--- config.mk ---
export PLATFORM = sky130hd
export DESIGN_NAME = uart_rx
export DESIGN_NICKNAME = d
export VERILOG_FILES = /design/src/rtl/uart_pkg.sv /design/src/rtl/sync_2ff.sv /design/src/rtl/uart_rx.sv
export SDC_FILE = /design/constraint.sdc
export NUM_CORES = 1
export LEC_CHECK = 0
export ABC_AREA = 1
export CAP_MARGIN = 20
export CORE_MARGIN = 5
export CORE_UTILIZATION = 45
export DETAILED_ROUTE_END_ITERATION = 10
export GPL_TIMING_DRIVEN = 0
export PLACE_DENSITY = 0.69
export SETUP_SLACK_MARGIN = 0.05
export SLEW_MARGIN = 0
export SYNTH_ARGS = -nofsm -noshare
export SYNTH_HDL_FRONTEND = slang
export SYNTH_SLANG_ARGS = --single-unit
--- constraint.sdc ---
create_clock -name clk -period 3.5 [get_ports clk]
set_input_delay 0.7 -clock clk [delete_from_list [all_inputs] [get_ports clk]]
set_output_delay 0.7 -clock clk [all_outputs]
set_load 0.01 [all_outputs]
--- src/rtl/uart_pkg.sv ---
// UART shared definitions: receiver/transmitter state encoding and oversampling
// constants. Shared by uart_rx and the future uart_tx.
package uart_pkg;

    // Ticks per bit period at 16x oversampling
    localparam int OVERSAMPLE = 16;

    // Tick index at the middle of the start bit
    localparam int MID_START = 7;

    typedef enum logic [2:0] {
        IDLE,
        START,
        DATA,
        PARITY,
        STOP
    } uart_state_e;

endpackage

--- src/rtl/sync_2ff.sv ---
// Two-flop synchronizer for a single asynchronous input bit.
// Both flops load RST_VAL while reset is low.
module sync_2ff #(
    parameter logic RST_VAL = 1'b1
) (
    input  logic clk,
    input  logic reset,
    input  logic d,
    output logic q
);

    logic meta;

    // Two register stages give the first flop a full cycle to settle
    always_ff @(posedge clk or negedge reset) begin
        if (!reset) begin
            meta <= RST_VAL;
            q    <= RST_VAL;
        end else begin
            meta <= d;
            q    <= meta;
        end
    end

endmodule

--- src/rtl/uart_rx.sv ---
// UART receiver, 16x oversampled, LSB first, DBIT data bits, SB_TICK ticks of stop.
// Optional even-parity bit enabled by defining UART_RX_PARITY_EN; without it the
// PARITY state is never entered and parity_err is tied low.
module uart_rx
    import uart_pkg::*;
#(
    parameter int DBIT    = 8,
    parameter int SB_TICK = 16
) (
    input  logic       clk,
    input  logic       reset,
    input  logic       s_tick,
    input  logic       rx,
    output logic [7:0] dout,
    output logic       rx_done_tick,
    output logic       frame_err,
    output logic       parity_err
);

    // Tick counter is 4 bits unless the stop period needs more
    localparam int CNT_W = (SB_TICK > 16) ? $clog2(SB_TICK) : 4;

    uart_state_e      state, state_nxt;
    logic [CNT_W-1:0] s_cnt, s_cnt_nxt;
    logic [2:0]       n, n_nxt;
    logic [7:0]       b, b_nxt;
    logic             done_nxt;
    logic             rx_s;
    logic [7:0]       data_rj;

    sync_2ff #(.RST_VAL(1'b1)) u_sync (
        .clk   (clk),
        .reset (reset),
        .d     (rx),
        .q     (rx_s)
    );

    // Bits arrive LSB first into the MSB end, so DBIT shifts leave data top-aligned
    assign data_rj = b >> (8 - DBIT);

`ifdef UART_RX_PARITY_EN
    logic p, p_nxt;
`endif

    // Frame state, counters and shift register
    always_ff @(posedge clk or negedge reset) begin
        if (!reset) begin
            state <= IDLE;
            s_cnt <= '0;
            n     <= '0;
            b     <= '0;
`ifdef UART_RX_PARITY_EN
            p     <= 1'b0;
`endif
        end else begin
            state <= state_nxt;
            s_cnt <= s_cnt_nxt;
            n     <= n_nxt;
            b     <= b_nxt;
`ifdef UART_RX_PARITY_EN
            p     <= p_nxt;
`endif
        end
    end

    // Next-state logic: everything but start detection advances only on s_tick
    always_comb begin
        state_nxt = state;
        s_cnt_nxt = s_cnt;
        n_nxt     = n;
        b_nxt     = b;
        done_nxt  = 1'b0;
`ifdef UART_RX_PARITY_EN
        p_nxt     = p;
`endif
        case (state)
            IDLE: begin
                if (!rx_s) begin
                    state_nxt = START;
                    s_cnt_nxt = '0;
                end
            end
            START: begin
                if (s_tick) begin
                    if (s_cnt == CNT_W'(MID_START)) begin
                        // A line that is high again mid start bit was a glitch
                        if (!rx_s) begin
                            state_nxt = DATA;
                            s_cnt_nxt = '0;
                            n_nxt     = '0;
                        end else begin
                            state_nxt = IDLE;
                        end
                    end else begin
                        s_cnt_nxt = s_cnt + 1'b1;
                    end
                end
            end
            DATA: begin
                if (s_tick) begin
                    if (s_cnt == CNT_W'(OVERSAMPLE - 1)) begin
                        b_nxt     = {rx_s, b[7:1]};
                        s_cnt_nxt = '0;
                        n_nxt     = n + 1'b1;
                        if (n == 3'(DBIT - 1)) begin
`ifdef UART_RX_PARITY_EN
                            state_nxt = PARITY;
`else
                            state_nxt = STOP;
`endif
                        end
                    end else begin
                        s_cnt_nxt = s_cnt + 1'b1;
                    end
                end
            end
`ifdef UART_RX_PARITY_EN
            PARITY: begin
                if (s_tick) begin
                    if (s_cnt == CNT_W'(OVERSAMPLE - 1)) begin
                        p_nxt     = rx_s;
                        s_cnt_nxt = '0;
                        state_nxt = STOP;
                    end else begin
                        s_cnt_nxt = s_cnt + 1'b1;
                    end
                end
            end
`endif
            STOP: begin
                // Line activity here is ignored; start detection resumes in IDLE
                if (s_tick) begin
                    if (s_cnt == CNT_W'(SB_TICK - 1)) begin
                        state_nxt = IDLE;
                        done_nxt  = 1'b1;
                    end else begin
                        s_cnt_nxt = s_cnt + 1'b1;
                    end
                end
            end
            default: begin
                state_nxt = IDLE;
            end
        endcase
    end

    // Result registers: updated together with the done pulse, held between frames
    always_ff @(posedge clk or negedge reset) begin
        if (!reset) begin
            rx_done_tick <= 1'b0;
            dout         <= '0;
            frame_err    <= 1'b0;
        end else begin
            rx_done_tick <= done_nxt;
            if (done_nxt) begin
                dout      <= data_rj;
                frame_err <= ~rx_s;
            end
        end
    end

`ifdef UART_RX_PARITY_EN
    // Even parity: data bits and parity bit together must XOR to zero
    always_ff @(posedge clk or negedge reset) begin
        if (!reset) begin
            parity_err <= 1'b0;
        end else if (done_nxt) begin
            parity_err <= (^data_rj) ^ p;
        end
    end
`else
    assign parity_err = 1'b0;
`endif

endmodule

==> impl_metrics.tcl, run 1 <==
set metrics [dict create \
    grt-ovfl-total 0 \
    ys_seq_elements 30 \
    fmax_ghz 0.533 \
    power.density_mw_per_mm2 598 \
    die_h_um 70.9 \
    syn-num-nets 205 \
    ant_nets 0 \
    root_buffer "clkbuf_8" \
    gp_congestion 0.799 \
    grt_first_pass_wirelength_mm 5.55 \
    min_path_type "flop to flop" \
    worstPathRequired_ps 2800 \
    syn_avg_cell_area_sq_um 8.44 \
    critPathTopFamily "buffers and inverters" \
    htreeDepth 2 \
    worstMarginPinSlew_ps 791 \
    slowest_delay_ps 540 \
    wirelength_mm 2.99 \
    dieWidth_um 70.9 \
    start_util 0.460 \
    whs_ps 355 \
    leakagePower_nw 1.03 \
    crit_arrival_ps 1180 \
    grt_setup_unrepaired "false" \
    synthDistinctLibCells 26 \
    finalCritPeriodShare 0.536 \
    grt_max_degree 17 \
    ir_worst_vdd_mv 0.262 \
    fin_setup_tns_ps 0 \
    yosys_warnings 0 \
    layout_min_cycle_time_ps 1880 \
    yosysSeqAreaShare 0.451 \
    io_pins 15 \
    drive_gt1_frac 0.250 \
    diodes 0 \
    area_growth_pct 18.0 \
    drv_cap 0 \
    slowest_stage "clkdlybuf4s50_1" \
    hold_violations 0 \
    holdBufCountCts 0 \
    syn_area_sq_mm 0.00167 \
    grt_pass1_vias 1210 \
    route.vias.total 1242 \
    vias_per_cell 4.63 \
    final_cells 268 \
    cp_max_fo 2 \
    placed_area_sq_mm 0.00188 \
    cts_tree "yes" \
    drt-wirelength-per-cell_um 11.1 \
    final_cell_area_sq_mm 0.00197 \
    start_kind "flop" \
    drcViolationCount 0 \
    core_area_sq_mm 0.00363 \
    port_buffers 13 \
    antenna_found_initial 0 \
    finalClockSkew_ps 2.37 \
    nets 226 \
    syn_inst 198 \
    drtIter0Drc 44 \
    cts_buffers 5 \
    dr.pass1.iters 4 \
    dp_hpwl_mm 2.20 \
    critPathBufInv 1 \
    track_usage 0.138 \
    cts.repair.resized 0 \
    cp_cell_sequence "clkdlybuf4s50_1" \
    dp.cells 260 \
    slew_violations 0 \
    post_cts.repair.setup_buffers 0 \
    p_total_mw 1.18 \
    cts_buffer_depth 2 \
    cts_sinks 30 \
    maxSlewHeadroom 0.471 \
    critical_path_class "flop to output pin" \
    die_area_sq_mm 0.00503 \
    end_kind "output pin" \
    clock_latency_ps 280 \
    status "finished, final reports clean" \
    clk_pin_slew_ps 60 \
    setup-violations-final 0 \
    rows 22 \
]
[synthesized netlist by cell type]
master | n | area (sq um)
conb_1 | 1 | 3.75
nor3_1 | 1 | 5.00
inv_4 | 1 | 6.26
nor2_4 | 1 | 11.3
inv_1 | 20 | 75.1
xor2_1 | 1 | 8.76
nor2_2 | 3 | 18.8
nand3_4 | 2 | 35.0
nand2_4 | 3 | 33.8
dfstp_2 | 2 | 52.6
nor2_1 | 13 | 48.8
nand3_1 | 19 | 95.1
dfrtp_1 | 28 | 701
nand3_2 | 1 | 10.0
o21ai_2 | 19 | 166
o21ai_0 | 1 | 5.00
buf_4 | 1 | 7.51
clkbuf_1 | 1 | 3.75
ha_1 | 3 | 37.5
a21oi_2 | 2 | 17.5
inv_2 | 2 | 7.51
nand2_1 | 64 | 240
nor2_8 | 1 | 20.0
nand2_2 | 5 | 31.3
buf_6 | 2 | 22.5
or2_2 | 1 | 6.26
[flip-flops by register name (all words and copies together) (netlist names)]
name	cells
s_cnt	4
rx_done_tick	1
frame_err	1
u_sync.meta	1
b	8
dout	8
state	3
u_sync.q	1
n	3
[through the flow]
step	utilization	setup WS [ps]
after floorplan	-	2070
after global placement	0.512	1150
after detailed placement	0.516	1450
after CTS	0.542	1610
after global routing	0.542	1570
final	0.542	1620
[area by class of cell]
| cell class | count | area [sq um] |
|---|---|---|
| multi-input cells | 141 | 795 |
| plain buffers | 4 | 33.8 |
| flip-flops and latches | 30 | 753 |
| clock inverters | 2 | 12.5 |
| clock buffers | 6 | 82.6 |
| repair buffers | 14 | 145 |
| inverters | 23 | 88.8 |
| well taps | 48 | 60.1 |
| fillers | 355 | 1660 |
[power breakdown]
part	switching [mW]	internal (mW)
combinational	0.294	0.159
sequential	0.0568	0.381
clock	0.130	0.158
[final timing paths]
check | from | endpoint | slack [ps] | cells past startpoint
setup reg to reg | s_cnt[0]$_DFFE_PN0P_ | dout[7]$_DFFE_PN0P_ | 1890 | 7
setup / recovery | dout[1]$_DFFE_PN0P_ | dout[1] | 1620 | 1
max in group asynchronous | reset | rx_done_tick$_DFF_PN0_ | 2050 | 2
hold / removal | u_sync.meta$_DFF_PN1_ | u_sync.q$_DFF_PN1_ | 360 | 0
min in group asynchronous | reset | s_cnt[2]$_DFFE_PN0P_ | 880 | 1
hold reg to reg | u_sync.meta$_DFF_PN1_ | u_sync.q$_DFF_PN1_ | 360 | 0
[per-layer routing]
metal	GRT usage	share of wire	up-vias
met5	0	0	-
met4	0.0564	0.022	0
met3	0.0355	0.029	6
met2	0.209	0.46	16
met1	0.188	0.49	558
li1	-	-	662
[cells in the final DEF, fill, tap and decap left out, drive strengths merged]
master         synthesis  final
clkinvlp               0      1
dfstp                  2      2
clkbuf                 1      7
clkinv                 0      1
or2                    1      1
dfrtp                 28     28
xor2                   1      1
a21oi                  2      2
conb                   1      1
clkdlybuf4s50          0     13
ha                     3      3
o21ai                 20     20
inv                   23     23
buf                    3      4
nor2                  18     18
nand2                 72     72
nor3                   1      1
nand3                 22     22
[cells by family (layout without fill, tap and decap cells)]
logic type      Yosys count  after routing  share of synthesized area
flops                    30             30                      0.451
xor+xnor                  1              1                    0.00524
compound gates           22             22                      0.113
other cells               1              1                    0.00225
simple gates            114            114                      0.333
buf+inv                  27             49                     0.0734
fa+ha+maj                 3              3                     0.0225
Power figures use the tool's default switching activity.
==> inputs of run 2 (changes only) <==
- PLACE_DENSITY: 0.69 -> 0.71
- clock period: 3.5 -> 1.7 ns (I/O delays scaled with it)
==> impl_metrics.tcl, run 2 (synthesized netlist as in run 1, its figures left out) <==
set metrics [dict create \
    setup-violations-final 0 \
    grt_setup_unrepaired "false" \
    antenna_found_initial 0 \
    dieWidth_um 70.9 \
    critPathTopFamily "buffers and inverters" \
    crit_arrival_ps 1200 \
    cts_sinks 30 \
    vias_per_cell 4.73 \
    p_seq_frac 0.370 \
    combPwrFrac 0.385 \
    fmax_ghz 0.649 \
    drtIter0Drc 45 \
    final_cell_mix "nand2_1, dfrtp_1, inv_1" \
    gp_congestion 0.768 \
    worstPathRequired_ps 1360 \
    layout_min_cycle_time_ps 1540 \
    cts_buffer_depth 2 \
    htreeDepth 2 \
    dr.pass1.iters 4 \
    grt_pass1_vias 1181 \
    fin_setup_tns_ps 0 \
    end_kind "output pin" \
    track_usage 0.136 \
    cp_max_fo 2 \
    switchingPower_mw 1.00 \
    critPathBufInv 1 \
    p_clk_frac 0.245 \
    die_area_sq_mm 0.00503 \
    drt-wirelength-per-cell_um 11.6 \
    clk_pin_slew_ps 60 \
    hold_violations 0 \
    rows 22 \
    die_h_um 70.9 \
    area_growth_pct 19.0 \
    clock_latency_ps 280 \
    start_util 0.460 \
    slowest_stage "clkdlybuf4s50_1" \
    drive_gt1_frac 0.259 \
    finish.utilization 0.547 \
    critical_path_class "flop to output pin" \
    diodes 0 \
    wirelength_mm 3.12 \
    status "finished, final reports clean" \
    port_buffers 13 \
    p_int_mw 1.45 \
    ir_worst_vdd_mv 0.613 \
    top_regs "b: 8 flops, dout: 8 flops, s_cnt: 4 flops" \
    cts_tree "yes" \
    cp_cell_sequence "clkdlybuf4s50_1" \
    dp.cells 260 \
    maxSlewHeadroom 0.561 \
    p_sw_frac 0.409 \
    power.density_mw_per_mm2 1230 \
    final_cells 268 \
    dpl_worst_slack_ps 22.2 \
    min_path_type "flop to flop" \
    io_pins 15 \
    holdBufCountCts 0 \
    ant_nets 0 \
    finalCritPeriodShare 0.907 \
    slowest_delay_ps 560 \
    dp_hpwl_mm 2.25 \
    cts_buffers 5 \
    drcViolationCount 0 \
    grt-ovfl-total 0 \
    worstMarginPinSlew_ps 656 \
    route.vias.total 1268 \
    grt_first_pass_wirelength_mm 5.44 \
    drv_cap 0 \
    whs_ps 356 \
    fin_ws_ps 158 \
    finalClockSkew_ps 4.99 \
    root_buffer "clkbuf_8" \
    start_kind "flop" \
    nets 226 \
    leakagePower_nw 1.03 \
    grt_max_degree 20 \
    slew_violations 0 \
    core_area_sq_mm 0.00363 \
    mostFrequentLayoutCell "nand2_1" \
]
==> run 2: final timing paths <==
kind / end / startpoint / slack [ps] / cells after the start
worst max register to register: dout[7]$_DFFE_PN0P_ / s_cnt[0]$_DFFE_PN0P_ / 170 / 7
worst min-delay path: u_sync.q$_DFF_PN1_ / u_sync.meta$_DFF_PN1_ / 360 / 0
max in group asynchronous: u_sync.meta$_DFF_PN1_ / reset / 640 / 2
min in group asynchronous: s_cnt[2]$_DFFE_PN0P_ / reset / 460 / 1
worst max-delay path: dout[0] / dout[0]$_DFFE_PN0P_ / 160 / 1
worst min register to register: u_sync.q$_DFF_PN1_ / u_sync.meta$_DFF_PN1_ / 360 / 0
==> run 2: stage by stage <==
| stage | area [sq um] | power, mW |
|---|---|---|
| 6_report | 1990 | 2.45 |
| 5_1_grt | 1990 | 2.64 |
| 4_1_cts | 1980 | 2.47 |
| 3_5_place_dp | 1890 | 1.86 |
| 3_3_place_gp | 1860 | 1.85 |
| 2_1_floorplan | 1670 | 1.66 |
==> run 2: area by class of cell <==
cell class,count,area (sq um)
clock inverters,2,12.5
fillers,358,1650
well taps,48,60.1
clock buffers,6,82.6
plain buffers,4,33.8
multi-input cells,141,797
inverters,23,88.8
flip-flops and latches,30,754
repair buffers,14,158
==> run 2: per-layer routing <==
layer / wire length (um) / global-route usage / vias to the layer above
met4: 47 / 0.0459 / 0
met2: 1500 / 0.210 / 22
li1: - / - / 661
met1: 1440 / 0.180 / 578
met5: 0 / 0 / -
met3: 126 / 0.0440 / 7
==> run 2: power by group through the flow <==
| stage | sequential [mW] | combinational (mW) | clock, mW |
|---|---|---|---|
| 2_1_floorplan | 0.890 | 0.773 | 0 |
| 3_3_place_gp | 0.916 | 0.931 | 0 |
| 3_5_place_dp | 0.915 | 0.943 | 0 |
| 4_1_cts | 0.902 | 0.951 | 0.615 |
| 5_1_grt | 0.915 | 1.07 | 0.655 |
| 6_report | 0.906 | 0.944 | 0.599 |
==> run 2: repair_timing <==
action,CTS,global route
gates resized for setup,0,2
setup endpoints to repair,0,12
setup buffers,0,0
==> inputs of run 3 (changes only) <==
- CORE_UTILIZATION: 45 -> 30
- PLACE_DENSITY: 0.71 -> 0.51
- clock period: 1.7 -> 1.8 ns (I/O delays scaled with it)
==> impl_metrics.tcl, run 3 (synthesized netlist as in run 1, its figures left out) <==
set metrics [dict create \
    combPwrFrac 0.386 \
    track_usage 0.105 \
    cts_sinks 30 \
    r2r_end "dout[7]$_DFFE_PN0P_" \
    grt_first_pass_wirelength_mm 6.16 \
    finalClockSkew_ps 3.22 \
    slowest_stage "dfrtp_1" \
    clock_latency_ps 280 \
    dp_hpwl_mm 2.35 \
    p_sw_frac 0.415 \
    slowest_delay_ps 460 \
    io_pins 15 \
    wirelength_mm 3.29 \
    critPathBufInv 1 \
    core_area_sq_mm 0.00547 \
    final_cell_area_sq_mm 0.00198 \
    nets 225 \
    grt-ovfl-total 0 \
    fin_ws_ps 195 \
    die_area_sq_mm 0.00716 \
    cts_buffer_depth 2 \
    layout_min_cycle_time_ps 1610 \
    cp_max_fo 10 \
    cp-endpoint "dout[7]$_DFFE_PN0P_" \
    drtIter0Drc 42 \
    critical_path_class "flop to flop" \
    drcViolationCount 0 \
    fmax_ghz 0.623 \
    drv_cap 0 \
    drt-wirelength-per-cell_um 11.3 \
    crit_cells 7 \
    p_int_mw 1.36 \
    clk_pin_slew_ps 70 \
    ir_worst_vdd_mv 0.595 \
    antenna_found_initial 0 \
    placed_area_sq_mm 0.00189 \
    final_cell_mix "nand2_1, dfrtp_1, inv_1" \
    rows 27 \
    switchingPower_mw 0.963 \
    grt_setup_unrepaired "false" \
    power.density_mw_per_mm2 1170 \
    worstPathRequired_ps 1970 \
    crit_arrival_ps 1770 \
    slew_violations 0 \
    critPathLaunch "s_cnt[0]$_DFFE_PN0P_" \
    maxSlewHeadroom 0.546 \
    vias_per_cell 4.34 \
    rr_startpoint "s_cnt[0]$_DFFE_PN0P_" \
    top_regs "b: 8 flops, dout: 8 flops, s_cnt: 4 flops" \
    regToRegSetupSlack_ps 190 \
    start_kind "flop" \
    p_seq_frac 0.369 \
    worstMarginPinSlew_ps 681 \
    n_fill_cell 572 \
    route.vias.total 1264 \
    diodes 0 \
    htreeDepth 2 \
    drive_gt1_frac 0.256 \
    hold_violations 0 \
    finalCritPeriodShare 0.892 \
    r2r_cells 7 \
    ant_nets 0 \
    die_h_um 84.6 \
    dieWidth_um 84.6 \
    grt_max_degree 31 \
    leakagePower_nw 1.02 \
    end_kind "flop" \
    critPathTopFamily "simple AND/OR/NAND/NOR gates" \
    mostFrequentLayoutCell "nand2_1" \
    gp_congestion 0.796 \
    grt_pass1_vias 1346 \
    dpl_worst_slack_ps 58.2 \
    port_buffers 13 \
    cts_tree "yes" \
    dr.pass1.iters 4 \
    cp_cell_sequence "ha_2 > nand3_4 > nor2_8 > nand2_4 > buf_6 > nand2_1 > o21ai_2" \
    start_util 0.305 \
    setup-violations-final 0 \
    root_buffer "clkbuf_8" \
    cts_buffers 5 \
    min_path_type "input port to async pin" \
    status "finished, final reports clean" \
    p_clk_frac 0.245 \
    area_growth_pct 18.7 \
]
## run 3: changes by cell type in the layout (fill, tap and decap cells not counted), sizes merged
cell and change:
clkdlybuf4s50 -1
## run 3: metrics by stage
stage	instances	TNS (ps)	hold slack [ps]	utilization	total power [mW]
final	291	0	116	0.362	2.32
after detailed placement	283	0	348	0.345	1.77
after global routing	291	0	164	0.362	2.53
after CTS	291	0	138	0.362	2.36
after floorplan	198	0	64.4	-	1.57
after global placement	283	-6230	346	0.345	1.76
## run 3: cell type report
class / instances / area [sq um] / share of cell area
inverter: 23 / 88.8 / 0.0448
tap: 72 / 90.1 / 0.0454
multi-input combinational: 141 / 797 / 0.402
buffer: 4 / 33.8 / 0.0170
clock inverter: 2 / 12.5 / 0.00631
clock buffer: 6 / 82.6 / 0.0416
timing repair buffer: 13 / 125 / 0.0631
sequential: 30 / 753 / 0.380
## run 3: power groups by stage
stage / combinational, mW / sequential, mW / clock, mW
after floorplan: 0.730 / 0.841 / 0
after global placement: 0.895 / 0.868 / 0
after detailed placement: 0.905 / 0.868 / 0
after CTS: 0.906 / 0.856 / 0.596
after global routing: 1.04 / 0.871 / 0.622
final: 0.895 / 0.856 / 0.568
## run 3: worst min path at each step
stage                                from             endpoint  slack, ps
finish                              reset     b[2]$_DFFE_PN0P_        120
global route                        reset  dout[4]$_DFFE_PN0P_        160
CTS                                 reset     b[2]$_DFFE_PN0P_        140
detailed placement  u_sync.meta$_DFF_PN1_   u_sync.q$_DFF_PN1_        350
global placement    u_sync.meta$_DFF_PN1_   u_sync.q$_DFF_PN1_        350
floorplan                           reset     b[0]$_DFFE_PN0P_         60
## run 3: timing repair
| action | CTS | global route |
|---|---|---|
| hold buffers | 0 | 0 |
| resized for setup | 0 | 1 |
| setup buffers | 0 | 0 |
| endpoints found under the setup margin | 0 | 9 |
| hold endpoints to repair | 0 | 0 |
## run 3: per-layer routing
| layer | track usage | vias to the layer above | part of all wire |
|---|---|---|---|
| li1 | - | 658 | - |
| met1 | 0.135 | 583 | 0.49 |
| met2 | 0.171 | 19 | 0.48 |
| met3 | 0.0275 | 4 | 0.023 |
| met4 | 0.0388 | 0 | 0.012 |
| met5 | 0 | - | 0 |
## run 3: worst reg2reg max path, cell delays in order, from the launching register on
cell,delay (ps)
dfrtp_1,460
ha_2,280
nand3_4,170
nor2_8,170
nand2_4,120
buf_6,180
nand2_1,80
o21ai_2,50
